**src/rtl/cselecta_m_n_pkg.sv**
```systemverilog
// cselecta_m_n_pkg: parameter legality helper shared by the carry-select adder files.
`default_nettype none

package cselecta_m_n_pkg;

  function automatic bit cs_params_ok(input int m, input int n);
    return (m >= 1) && (n >= 1) && (n <= m) && ((m % n) == 0);
  endfunction

endpackage

`default_nettype wire

```
**src/rtl/cselecta_m_n_rca_n.sv**
```systemverilog
// rca_n: N-bit ripple-carry adder built from a generated chain of full adders.
`default_nettype none

module rca_n #(
  parameter int N = 4
) (
  input  logic [N-1:0] a,
  input  logic [N-1:0] b,
  input  logic         cin,
  output logic [N-1:0] s,
  output logic         cout
);

  logic [N:0] c;

  assign c[0] = cin;

  for (genvar i = 0; i < N; i++) begin : g_fa
    assign s[i]   = a[i] ^ b[i] ^ c[i];
    assign c[i+1] = (a[i] & b[i]) | (c[i] & (a[i] ^ b[i]));
  end

  assign cout = c[N];

endmodule

`default_nettype wire

```
**src/rtl/cselecta_m_n.sv**
```systemverilog
// cselecta_m_n: M-bit carry-select adder in N-bit slices, {Cout, Sum} registered once.
`default_nettype none

module cselecta_m_n
  import cselecta_m_n_pkg::*;
#(
  parameter int M = 32,
  parameter int N = 4
) (
  input  logic         clk,
  input  logic         rst_n,
  input  logic [M-1:0] A,
  input  logic [M-1:0] B,
  output logic [M-1:0] Sum,
  output logic         Cout
);

  localparam int NSLICE = M / N;

  if (!cs_params_ok(M, N)) begin : g_bad_params
    $error("cselecta_m_n: illegal M=%0d N=%0d (need 1<=N<=M, M%%N==0)", M, N);
  end

  logic [NSLICE-1:0] c;
  logic [M-1:0]      sum_d;
  logic              cout_d;
  logic [M-1:0]      sum_q;
  logic              cout_q;

  for (genvar k = 0; k < NSLICE; k++) begin : g_slice
    if (k == 0) begin : g_first
      rca_n #(.N(N)) u_rca (
        .a   (A[N-1:0]),
        .b   (B[N-1:0]),
        .cin (1'b0),
        .s   (sum_d[N-1:0]),
        .cout(c[0])
      );
    end else begin : g_sel
      logic [N-1:0] s0;
      logic [N-1:0] s1;
      logic         co0;
      logic         co1;

      rca_n #(.N(N)) u_rca0 (
        .a   (A[k*N +: N]),
        .b   (B[k*N +: N]),
        .cin (1'b0),
        .s   (s0),
        .cout(co0)
      );

      rca_n #(.N(N)) u_rca1 (
        .a   (A[k*N +: N]),
        .b   (B[k*N +: N]),
        .cin (1'b1),
        .s   (s1),
        .cout(co1)
      );

      // Incoming carry only steers muxes; it never ripples through this slice.
      assign sum_d[k*N +: N] = c[k-1] ? s1 : s0;
      assign c[k]            = c[k-1] ? co1 : co0;
    end
  end

  assign cout_d = c[NSLICE-1];

  always_ff @(posedge clk or negedge rst_n) begin
    if (!rst_n) begin
      sum_q  <= '0;
      cout_q <= 1'b0;
    end else begin
      sum_q  <= sum_d;
      cout_q <= cout_d;
    end
  end

  assign Sum  = sum_q;
  assign Cout = cout_q;

endmodule

`default_nettype wire

```
**config.mk**
```make
export PLATFORM = sky130hd
export DESIGN_NAME = cselecta_m_n
export DESIGN_NICKNAME = d
export VERILOG_FILES = /design/src/rtl/cselecta_m_n_pkg.sv /design/src/rtl/cselecta_m_n_rca_n.sv /design/src/rtl/cselecta_m_n.sv
export SDC_FILE = /design/constraint.sdc
export NUM_CORES = 1
export LEC_CHECK = 0
export BUFFER_PORTS_ARGS = -buffer_cell sky130_fd_sc_hd__buf_2
export CORE_ASPECT_RATIO = 0.8
export CORE_MARGIN = 1.5
export CORE_UTILIZATION = 40
export CTS_CLUSTER_DIAMETER = 40
export CTS_CLUSTER_SIZE = 14
export DETAILED_ROUTE_END_ITERATION = 10
export HOLD_SLACK_MARGIN = 0.06
export PLACE_DENSITY = 0.82
export SYNTH_ARGS = -nofsm -noshare
export SYNTH_HDL_FRONTEND = slang
export SYNTH_SLANG_ARGS = --single-unit
```
**constraint.sdc**
```tcl
create_clock -name clk -period 0.8 [get_ports clk]
set_input_delay 0.04 -clock clk [delete_from_list [all_inputs] [get_ports clk]]
set_output_delay 0.04 -clock clk [all_outputs]
set_load 0.01 [all_outputs]
```
==> key figures <==
Status
  – Status: finished with violations
  – Violated checks: setup timing

Drt
  – Routed vias: 1320
  – DRT met1 WL: 1180 µm
  – First DRT Iteration DRCs: 25
  – Post-DRT Antenna Nets: 0
  – Max layer used: met4
  – Wire length on met2: 2163 µm
  – Routed wire per std cell: 11.24 µm
  – Via-to-Cell Ratio: 4.087
  – Detailed Route WL: 3629 µm
  – Number of remaining DRC errors: 0
  – DR WL met3: 229 µm
  – Total iterations of the first detailed-routing run: 4

Power
  – Net Switching: 1.464 mW
  – Reg power frac: 41.1%
  – Static leakage: 1.517 nW
  – Clock power share: 26.5%
  – Worst vdd ir: 0.8294 mV
  – Tot Pwr: 5.103 mW
  – Comb pwr share: 32.5%
  – Pwr/cell area: 1833 nW/µm²
  – Switch share: 28.69%
  – P_int: 3.639 mW

STA
  – Fin crit share: 1088%
  – Slew Viols, Final: 0
  – Worst slew margin: 87.22%
  – Final Critical Period: 8.700 ns
  – Setup WS post-layout: -7.900 ns
  – Worst slew pin tran: 0.1880 ns
  – Fmax: 114.9 MHz
  – Final setup vio count: 59
  – Final Hold Viols: 0
  – Unrepaired setup endpoints after global routing: true

Run
  – Maximum Capacitance Violations: 0

Min path
  – Hold Path Class: in2reg

Final layout
  – N_diodes: 0
  – Area growth from synthesis to layout: 52.29%
  – Most frequent cells in the layout: buf_2, inv_1, dfrtp_1, fa_2, ha_1
  – Final instance area: 2784 µm²
  – Layout net count: 370
  – Most common cell after layout, fill and taps aside: buf_2
  – Fraction of layout cells with a size suffix above 1: 62.41%
  – Fin cells: 323

Placed design
  – # port buffers: 98
  – Placed insts: 310
  – Routability cong.: 0.7448
  – Post-DP HPWL: 3172 µm
  – Placed cell area: 2550 µm²
  – DP Worst Slack: -8.320 ns

Synthesis
  – Cells after Synth: 148
  – Synth Register Bits: 33
  – Synth Cell Area: 1828 µm²
  – Avg Inst Size Synth: 12.35 µm²
  – Yosys top cell by area: dfrtp_1
  – Warnings, synthesis: 0
  – Synth cell types: 10
  – Synth top area cells: dfrtp_1, fa_1, inv_1
  – Top-area cell type share of the netlist area: 45.17%
  – Seq/Total Area, Yosys: 45.17%
  – Mapped Nets: 253

Floorplanning
  – Core footprint: 4283 µm²
  – Io pins: 99
  – Die H: 63.47 µm
  – Row cnt: 21
  – Starting Density: 42.68%
  – Die Width: 78.58 µm
  – Die area: 4987 µm²

Worst setup path
  – Setup crit end kind: flop
  – CP max stage delay: 0.41 ns
  – WS Path Type: in2reg
  – Crit path top cell by count: fa_2
  – Slowest cell on crit path: fa_2
  – Startpoint Class: input port
  – Critical path data arrival time: 8.92 ns
  – Worst Path Required: 1.02 ns
  – Crit-path max FO: 3

GRT
  – First-pass GRT wire length: 6023 µm
  – Initial antenna violation count: 0
  – Gr usage total: 16.46%
  – Overflow after GRT: 0
  – Vias in the first global route: 1436
  – Largest net degree at the start of global routing: 34

Clock tree
  – CTS Buffer Depth: 2
  – CTS buffer count: 5
  – H-tree depth: 2
  – TritonCTS clock tree: yes
  – Clock-pin slew on the worst setup and hold paths: 0.07 ns
  – CTS Hold Bufs: 2
  – Clock Sinks: 33
  – Clock Tree Root: clkbuf_8
==> layout make-up <==
cell class              count  area (µm²)
clock buffers               7       96.34
clock inverters             1       5.005
fillers                   357        1499
inverters                  56       210.2
multi-input cells          59       913.4
flip-flops and latches     33       825.8
well taps                  57       71.32
repair buffers            110       661.9
==> repair_timing <==
action	4_1_cts	5_1_grt
pin swaps	12	1
hold endpoints to repair	35	1
cloned	0	0
setup endpoints to repair	64	64
setup buffers	1	2
gates resized for setup	12	9
==> per-layer routing <==
layer  track usage (%)  vias to the layer above
li1                  -                      638
met1             15.98                      621
met2             32.54                       56
met3             4.928                        5
met4             5.357                        0
met5                 0                        -
==> metrics by stage <==
stage / utilization, % / setup TNS [ns] / hold slack [ns]
global placement: 59.54 / -134.72 / 0.007479
finish: 65.00 / -127.17 / 0.06309
global route: 65.00 / -133.68 / 0.05409
CTS: 63.72 / -128.53 / 0.05346
floorplan: - / -126.99 / -0.2556
detailed placement: 59.54 / -139.35 / 0.009037
==> cells in the mapped netlist <==
master	n
inv_1	56
dfrtp_1	33
xnor2_1	7
nor2_1	1
a21oi_1	1
mux2i_1	1
o21ai_0	5
nand2_1	5
fa_1	24
ha_1	15
==> sequential cells by signal, summed over array words and instances, names as in the netlist <==
register and count:
Cout 1, Sum 32
==> worst max-delay path: cells and delay by family <==
family / cells / cell delay [ns]
AO/OA/AOI/OAI: 6 / 0.46
multiplexers: 1 / 0.08
adder cells (fa/ha/maj): 25 / 7.48
buffers and inverters: 12 / 0.72
AND/OR/NAND/NOR: 2 / 0.12
==> cells by family after synthesis <==
family	Yosys count	synth area share [%]
AOI/OAI and AO/OA	6	1.642
xor gates and xnor gates	7	3.354
adders and majority gates	39	36.55
buffers and inverters	56	11.50
DFF	33	45.17
muxes	1	0.5476
and+or+nand+nor	6	1.232
==> final timing paths <==
path / startpoint / slack (ns) / cells past startpoint / end
max in group asynchronous: rst_n / 0.37 / 3 / Sum[11]$_DFF_PN0_
worst max-delay path: A[0] / -7.90 / 46 / Sum[31]$_DFF_PN0_
min in group asynchronous: rst_n / 0.26 / 3 / Sum[29]$_DFF_PN0_
worst min-delay path: B[25] / 0.06 / 2 / Sum[25]$_DFF_PN0_
==> power groups by stage <==
stage                     Combinational [mW]  Clock [mW]  Sequential, mW
after floorplan                        0.531           0            2.31
after global routing                    1.86        1.50            2.12
final                                   1.66        1.35            2.09
after detailed placement                1.53           0            2.11
after CTS                               1.62        1.39            2.09
after global placement                  1.43           0            2.10
Note: power is estimated with default switching activity, not from simulation.
